File: config.mk
export PLATFORM = sky130hd
export DESIGN_NAME = pc_sequencer_flat
export DESIGN_NICKNAME = d
export VERILOG_FILES = /design/src/rtl/pc_sequencer_if.sv /design/src/rtl/pc_sequencer.sv /design/src/flat_wrapper.sv
export SDC_FILE = /design/constraint.sdc
export NUM_CORES = 1
export LEC_CHECK = 0
export CAP_MARGIN = 10
export CELL_PAD_IN_SITES_DETAIL_PLACEMENT = 1
export CELL_PAD_IN_SITES_GLOBAL_PLACEMENT = 1
export CORE_ASPECT_RATIO = 0.8
export CORE_MARGIN = 8
export CORE_UTILIZATION = 33
export CTS_BUF_LIST = sky130_fd_sc_hd__clkbuf_2
export CTS_CLUSTER_DIAMETER = 60
export DETAILED_ROUTE_END_ITERATION = 10
export PLACE_DENSITY = 0.87
export RECOVER_POWER = 100
export SLEW_MARGIN = 15
export SYNTH_ARGS = -nofsm -noshare
export SYNTH_HDL_FRONTEND = slang
export SYNTH_SLANG_ARGS = --single-unit
File: constraint.sdc
create_clock -name clk -period 2.1 [get_ports clk]
set_clock_uncertainty 0.15 [all_clocks]
set_input_delay 0.315 -clock clk [delete_from_list [all_inputs] [get_ports clk]]
set_output_delay 0.315 -clock clk [all_outputs]
set_load 0.03 [all_outputs]
File: src/rtl/pc_sequencer_if.sv
// Fetch/branch/handshake bundle between the PC sequencer and the core or testbench.
// The slave side is the sequencer; the master side supplies decode flags and the target lookup.
interface pc_sequencer_if #(
  parameter int D  = 10,
  parameter int CW = 8
);
  logic          start;
  logic          halt;
  logic          stall;
  logic          branch_en;
  logic          branch_taken;
  logic          branch_rel;
  logic [3:0]    branch_idx;
  logic [3:0]    lut_addr;
  logic [D-1:0]  lut_target;
  logic [D-1:0]  prog_ctr;
  logic          fetch_valid;
  logic          done;
  logic [CW-1:0] br_count;

  modport slave (
    input  start, halt, stall, branch_en, branch_taken, branch_rel, branch_idx, lut_target,
    output lut_addr, prog_ctr, fetch_valid, done, br_count
  );

  modport master (
    output start, halt, stall, branch_en, branch_taken, branch_rel, branch_idx, lut_target,
    input  lut_addr, prog_ctr, fetch_valid, done, br_count
  );
endinterface

File: src/rtl/pc_sequencer.sv
// Program-counter sequencer: IDLE/RUN/FLUSH/DONE control, absolute or PC-relative
// branch resolution through a combinational lookup, and a saturating taken-branch count.
module pc_sequencer #(
  parameter int D  = 10,
  parameter int CW = 8
) (
  input  logic          clk,
  input  logic          reset,
  pc_sequencer_if.slave bus
);

  localparam logic [1:0] ST_IDLE  = 2'd0;
  localparam logic [1:0] ST_RUN   = 2'd1;
  localparam logic [1:0] ST_FLUSH = 2'd2;
  localparam logic [1:0] ST_DONE  = 2'd3;

  localparam logic [D-1:0]  PC_ZERO  = {D{1'b0}};
  localparam logic [D-1:0]  PC_ONE   = {{(D-1){1'b0}}, 1'b1};
  localparam logic [CW-1:0] CNT_ZERO = {CW{1'b0}};
  localparam logic [CW-1:0] CNT_ONE  = {{(CW-1){1'b0}}, 1'b1};
  localparam logic [CW-1:0] CNT_MAX  = {CW{1'b1}};

  logic [1:0]    state_q, state_d;
  logic [D-1:0]  pc_q, pc_d;
  logic [CW-1:0] cnt_q, cnt_d;

  // Next-state, next-PC and branch-count computation.
  always_comb begin
    state_d = state_q;
    pc_d    = pc_q;
    cnt_d   = cnt_q;
    case (state_q)
      ST_IDLE, ST_DONE: begin
        if (bus.start) begin
          state_d = ST_RUN;
          pc_d    = PC_ZERO;
          cnt_d   = CNT_ZERO;
        end else begin
          state_d = state_q;
        end
      end
      ST_RUN: begin
        if (bus.halt) begin
          state_d = ST_DONE;
        end else if (bus.branch_en && bus.branch_taken) begin
          // Relative targets rely on modular addition for negative offsets.
          state_d = ST_FLUSH;
          if (bus.branch_rel) begin
            pc_d = pc_q + bus.lut_target;
          end else begin
            pc_d = bus.lut_target;
          end
          if (cnt_q != CNT_MAX) begin
            cnt_d = cnt_q + CNT_ONE;
          end else begin
            cnt_d = cnt_q;
          end
        end else if (bus.stall) begin
          pc_d = pc_q;
        end else begin
          pc_d = pc_q + PC_ONE;
        end
      end
      ST_FLUSH: begin
        state_d = ST_RUN;
      end
      default: begin
        state_d = ST_IDLE;
        pc_d    = PC_ZERO;
        cnt_d   = CNT_ZERO;
      end
    endcase
  end

  // State, PC and counter registers with synchronous reset.
  always_ff @(posedge clk) begin
    if (reset) begin
      state_q <= ST_IDLE;
      pc_q    <= PC_ZERO;
      cnt_q   <= CNT_ZERO;
    end else begin
      state_q <= state_d;
      pc_q    <= pc_d;
      cnt_q   <= cnt_d;
    end
  end

  assign bus.lut_addr    = bus.branch_idx;
  assign bus.prog_ctr    = pc_q;
  assign bus.fetch_valid = (state_q == ST_RUN);
  assign bus.done        = (state_q == ST_DONE);
  assign bus.br_count    = cnt_q;

endmodule

File: src/flat_wrapper.sv
// flat-port wrapper written by rule: the top's interface ports become plain ports
module pc_sequencer_flat 
#(
  parameter int D  = 10,
  parameter int CW = 8
)
  (clk, reset, bus_start, bus_halt, bus_stall, bus_branch_en, bus_branch_taken, bus_branch_rel, bus_branch_idx, bus_lut_target, bus_lut_addr, bus_prog_ctr, bus_fetch_valid, bus_done, bus_br_count);
  pc_sequencer_if #(.D(D), .CW(CW)) bus_i ();
  input  logic clk;
  input  logic reset;
  input wire logic [$bits(bus_i.start)-1:0] bus_start;
  input wire logic [$bits(bus_i.halt)-1:0] bus_halt;
  input wire logic [$bits(bus_i.stall)-1:0] bus_stall;
  input wire logic [$bits(bus_i.branch_en)-1:0] bus_branch_en;
  input wire logic [$bits(bus_i.branch_taken)-1:0] bus_branch_taken;
  input wire logic [$bits(bus_i.branch_rel)-1:0] bus_branch_rel;
  input wire logic [$bits(bus_i.branch_idx)-1:0] bus_branch_idx;
  input wire logic [$bits(bus_i.lut_target)-1:0] bus_lut_target;
  output wire logic [$bits(bus_i.lut_addr)-1:0] bus_lut_addr;
  output wire logic [$bits(bus_i.prog_ctr)-1:0] bus_prog_ctr;
  output wire logic [$bits(bus_i.fetch_valid)-1:0] bus_fetch_valid;
  output wire logic [$bits(bus_i.done)-1:0] bus_done;
  output wire logic [$bits(bus_i.br_count)-1:0] bus_br_count;
  assign bus_i.start = bus_start;
  assign bus_i.halt = bus_halt;
  assign bus_i.stall = bus_stall;
  assign bus_i.branch_en = bus_branch_en;
  assign bus_i.branch_taken = bus_branch_taken;
  assign bus_i.branch_rel = bus_branch_rel;
  assign bus_i.branch_idx = bus_branch_idx;
  assign bus_i.lut_target = bus_lut_target;
  assign bus_lut_addr = bus_i.lut_addr;
  assign bus_prog_ctr = bus_i.prog_ctr;
  assign bus_fetch_valid = bus_i.fetch_valid;
  assign bus_done = bus_i.done;
  assign bus_br_count = bus_i.br_count;
  pc_sequencer #(.D(D), .CW(CW)) u_core (.clk(clk), .reset(reset), .bus(bus_i));
endmodule
==> results of run 1 <==
## metrics by stage
step | TNS (ns) | hold WS (ns) | cell area [um2] | utilization, %
3_3_place_gp | -3.929 | 0.3456 | 2509 | 47.20
3_5_place_dp | -5.237 | 0.3716 | 2509 | 47.20
6_report | -0.1384 | 0.2774 | 2676 | 50.35
4_1_cts | -0.1823 | 0.3836 | 2648 | 49.81
5_1_grt | -0.8753 | 0.2853 | 2676 | 50.35
2_1_floorplan | -0.08297 | 0.3234 | 1822 | -
## placed cells by master (no fill, tap or decap), types with 4 or more instances in the layout
cell             Yosys  final
ha_4                 0      5
nand2b_1             5      5
dfxtp_2              0      6
nor3_1               6      5
clkbuf_1             5      7
ha_1                13      7
and3_1               5      5
dfxtp_1             20     11
dlygate4sd2_1        0      5
inv_1                9      8
o211ai_1             5      5
o21ai_0             12     12
nor2_1              25     24
nand3b_1             4      4
nand2_1             19     19
clkdlybuf4s50_1      0     23
nand3_1             14     13
buf_4                4     47
mux2i_1              4      4
xnor2_1             10     10
a21oi_1             16     13
a31oi_1              5      5
## power by group
group	internal (W)	switching (W)	total, W
combinational	0.000210	0.000249	0.000459
clock	0.000164	0.000143	0.000307
sequential	0.000395	0.0000123	0.000407
total	0.000768	0.000404	0.00117
## tightest hold or removal path: stages
cell and delay, ns:
dlymetal6s2s_1 0.16, buf_4 0.15, nand2b_1 0.06, a31oi_1 0.08
## cell type report
cell class	count	share of cell area, %
clock buffers	3	0.5610
clock inverters	1	1.122
inverters	9	1.262
multi-input cells	192	52.55
flip-flops and latches	20	15.66
well taps	65	3.039
repair buffers	85	25.81
## what timing repair did
action	in CTS	in global routing
setup endpoints to repair	9	17
setup buffers	4	2
gates cloned	0	0
pin swaps	12	14
gates resized for setup	17	21
## kinds of logic after synthesis
group | count (synthesis) | share of synthesized area [%]
xor gates and xnor gates | 12 | 5.920
adders and majority gates | 14 | 10.29
AOI/OAI and AO/OA | 67 | 25.65
and+or+nand+nor | 94 | 26.29
buffers and inverters | 22 | 6.412
DFF | 20 | 22.55
muxes | 5 | 2.889
## sequential cells by signal, indices dropped and copies added, names as in the netlist
signal               cells
u_core.bus.prog_ctr     10
u_core.bus.br_count      8
u_core.state_q           2
## Yosys cell counts, types with 2 or more instances
| library cell | n |
|---|---|
| nor2_1 | 25 |
| dfxtp_1 | 20 |
| nand2_1 | 19 |
| a21oi_1 | 16 |
| nand3_1 | 14 |
| ha_1 | 13 |
| o21ai_0 | 12 |
| xnor2_1 | 10 |
| inv_1 | 9 |
| nor3_1 | 6 |
| a31oi_1 | 5 |
| and3_1 | 5 |
| clkbuf_1 | 5 |
| nand2b_1 | 5 |
| o211ai_1 | 5 |
| a211oi_1 | 4 |
| buf_4 | 4 |
| mux2i_1 | 4 |
| nand3b_1 | 4 |
| nor2b_1 | 3 |
| o31ai_1 | 3 |
| or3_1 | 3 |
| a21o_1 | 2 |
| a32oi_1 | 2 |
| and2_1 | 2 |
| buf_6 | 2 |
| nand4_1 | 2 |
| nor3_2 | 2 |
| o2111ai_1 | 2 |
| o21a_1 | 2 |
| or2_2 | 2 |
| xor2_1 | 2 |
## final timing paths
path	startpoint	endpoint	slack [ns]
setup reg to reg	u_core.bus.prog_ctr[0]$_SDFFE_PP0P_	u_core.bus.prog_ctr[8]$_SDFFE_PP0P_	-0.07
setup / recovery	u_core.bus.prog_ctr[0]$_SDFFE_PP0P_	u_core.bus.prog_ctr[8]$_SDFFE_PP0P_	-0.07
hold reg to reg	u_core.state_q[0]$_SDFFE_PP0P_	u_core.state_q[0]$_SDFFE_PP0P_	0.37
hold / removal	bus_lut_target[4]	u_core.bus.prog_ctr[4]$_SDFFE_PP0P_	0.28
## routing by layer
| layer | up-vias | global-route usage [%] | share of wire, % |
|---|---|---|---|
| li1 | 1014 | - | - |
| met1 | 1045 | 19.41 | 46 |
| met2 | 58 | 28.99 | 49 |
| met3 | 11 | 2.794 | 3.9 |
| met4 | 0 | 4.496 | 1.1 |
| met5 | - | 0 | 0 |
==> metrics.md, run 1 <==
| Metric | Value |
|---|---|
| Core area | `0.005315 mm2` |
| RSZ-0062 raised after global routing | `yes` |
| Max VDD drop | `between 300 and 400 uV` |
| Period utilization | `103.3%` |
| Clk sinks | `20` |
| Register Area | `419.2 um2` |
| GRT Util Overall | `16.05%` |
| Post-DP HPWL | `between 4 and 5 mm` |
| Worst path max stage delay | `0.40 ns` |
| Synth Register Bits | `20` |
| Register area share after synthesis | `22.55%` |
| Synth warn | `0` |
| Vias/cell | `around 5.7` |
| Worst slew pin tran | `~0.44 ns` |
| Routability cong. | `between 0.8 and 0.9` |
| Antenna-violating nets left | `0` |
| Async SR Flop Fraction | `0%` |
| Routed via count | `approximately 2.1k` |
| # nets final | `around 350` |
| Crit path max-delay cell type | `dfxtp_4` |
| Cells after Synth | `234` |
| Share of post-route cells with drive strength above 1 | `28.06%` |
| Worst setup margin | `-0.06900 ns` |
| Final Hold Viols | `0` |
| DIE AREA | `~0.008 mm2` |
| Total gr overflow | `0` |
| Non-Filler Instances | `375` |
| Row cnt | `24` |
| CTS max path bufs | `2` |
| R2r worst-path depth | `9` |
| Crit start category | `flop` |
| Dpl ws | `-0.6160 ns` |
| WS Path Type | `flop to flop` |
| Root Buffer | `clkbuf_2` |
| Final Max Slew Viols | `0` |
| Placed cell count | `365` |
| Routed WL per cell | `between 15 and 20 um` |
| Port Buffers | `37` |
| Die X-Extent | `between 90 and 100 um` |
| Syn avg cell area | `7.587 um2` |
| Crit-path leading delay family | `compound AO/OA/AOI/OAI gates` |
| # hold bufs at CTS | `0` |
| H-tree level count | `1` |
| CTS tree | `done` |
| Yosys top cell area share | `a little under a quarter` |
| Max FO, Critical Path | `3` |
| Post-synth top flop | `dfxtp_1` |
| CP Capture Type | `flop` |
| Main area contributors after synthesis | `dfxtp_1 23%, ha_1 9.2%, nor2_1 5.3%, xnor2_1 4.9%, a21oi_1 4.5%` |
| Required time worst endpoint | `2.22 ns` |
| DRC | `0` |
| Final setup vio count | `3` |
| Final WL | `6.668 mm` |
| Max Cap Viol | `0` |
| Bufs and invs on worst path | `1` |
| # diodes | `0` |
| Final Total Pwr | `0.001172 W` |
| First-pass GRT wire length | `10.54 mm` |
| Violations in the final reports | `setup timing` |
| Critical path depth | `9` |
| TritonCTS buffer count | `3` |
| Syn Nets | `270` |
| IO Pins | `46` |
| Vias in the first global route | `around 2.1k` |
| Fillers | `658` |
| Crit path cell chain | `ha_4, inv_2, fa_2, nor2b_4, o31a_1, o211ai_1, a21oi_1, a31o_1, o311a_1` |
| Fin crit period | `roughly 2.2 ns` |
| Leakage power | `~1.1 nW` |
| Initial antenna violation count | `0` |
| Die Span Y | `between 80 and 90 um` |
| Area leader, netlist | `dfxtp_1` |
| Area grow syn2layout | `50.74%` |
| Relative slew slack | `a little over two thirds` |
| Hold crit path type | `input pin to flop` |
| Clk_lat worst skew | `approximately 0.34 ns` |
| Status | `finished with violations` |
| Initial Util | `around 33%` |
| Pre-Repair DR Iteration Count | `4` |
| First DRT Iteration DRCs | `~120` |
| Worst path arrival time | `approximately 2.3 ns` |
| Clock transition at the registers of the reported paths | `approximately 0.22 ns` |
| Cell variety after synth | `52` |
| FMAX | `around 460 MHz` |
| Syn Std Cell Area | `about 0.0018 mm2` |
| Post-synth EDFFs | `0` |
| Pwr/cell area | `between 400 and 500 mW/mm2` |
| Cells on Worst Hold Path | `4` |
| Area of the multi-input gates | `around 0.0014 mm2` |
| Pin count of the biggest net entering global routing | `18` |
No activity file was read; power rests on OpenSTA's default activity.
==> run 2: changes to the inputs <==
--- a/config.mk
+++ b/config.mk
@@ -5,7 +5,6 @@
 export SDC_FILE = /design/constraint.sdc
 export NUM_CORES = 1
 export LEC_CHECK = 0
-export CAP_MARGIN = 10
 export CELL_PAD_IN_SITES_DETAIL_PLACEMENT = 1
 export CELL_PAD_IN_SITES_GLOBAL_PLACEMENT = 1
 export CORE_ASPECT_RATIO = 0.8
==> results of run 2 <==
Same layout as run 1: the final DEF is identical, and so are final timing and power.
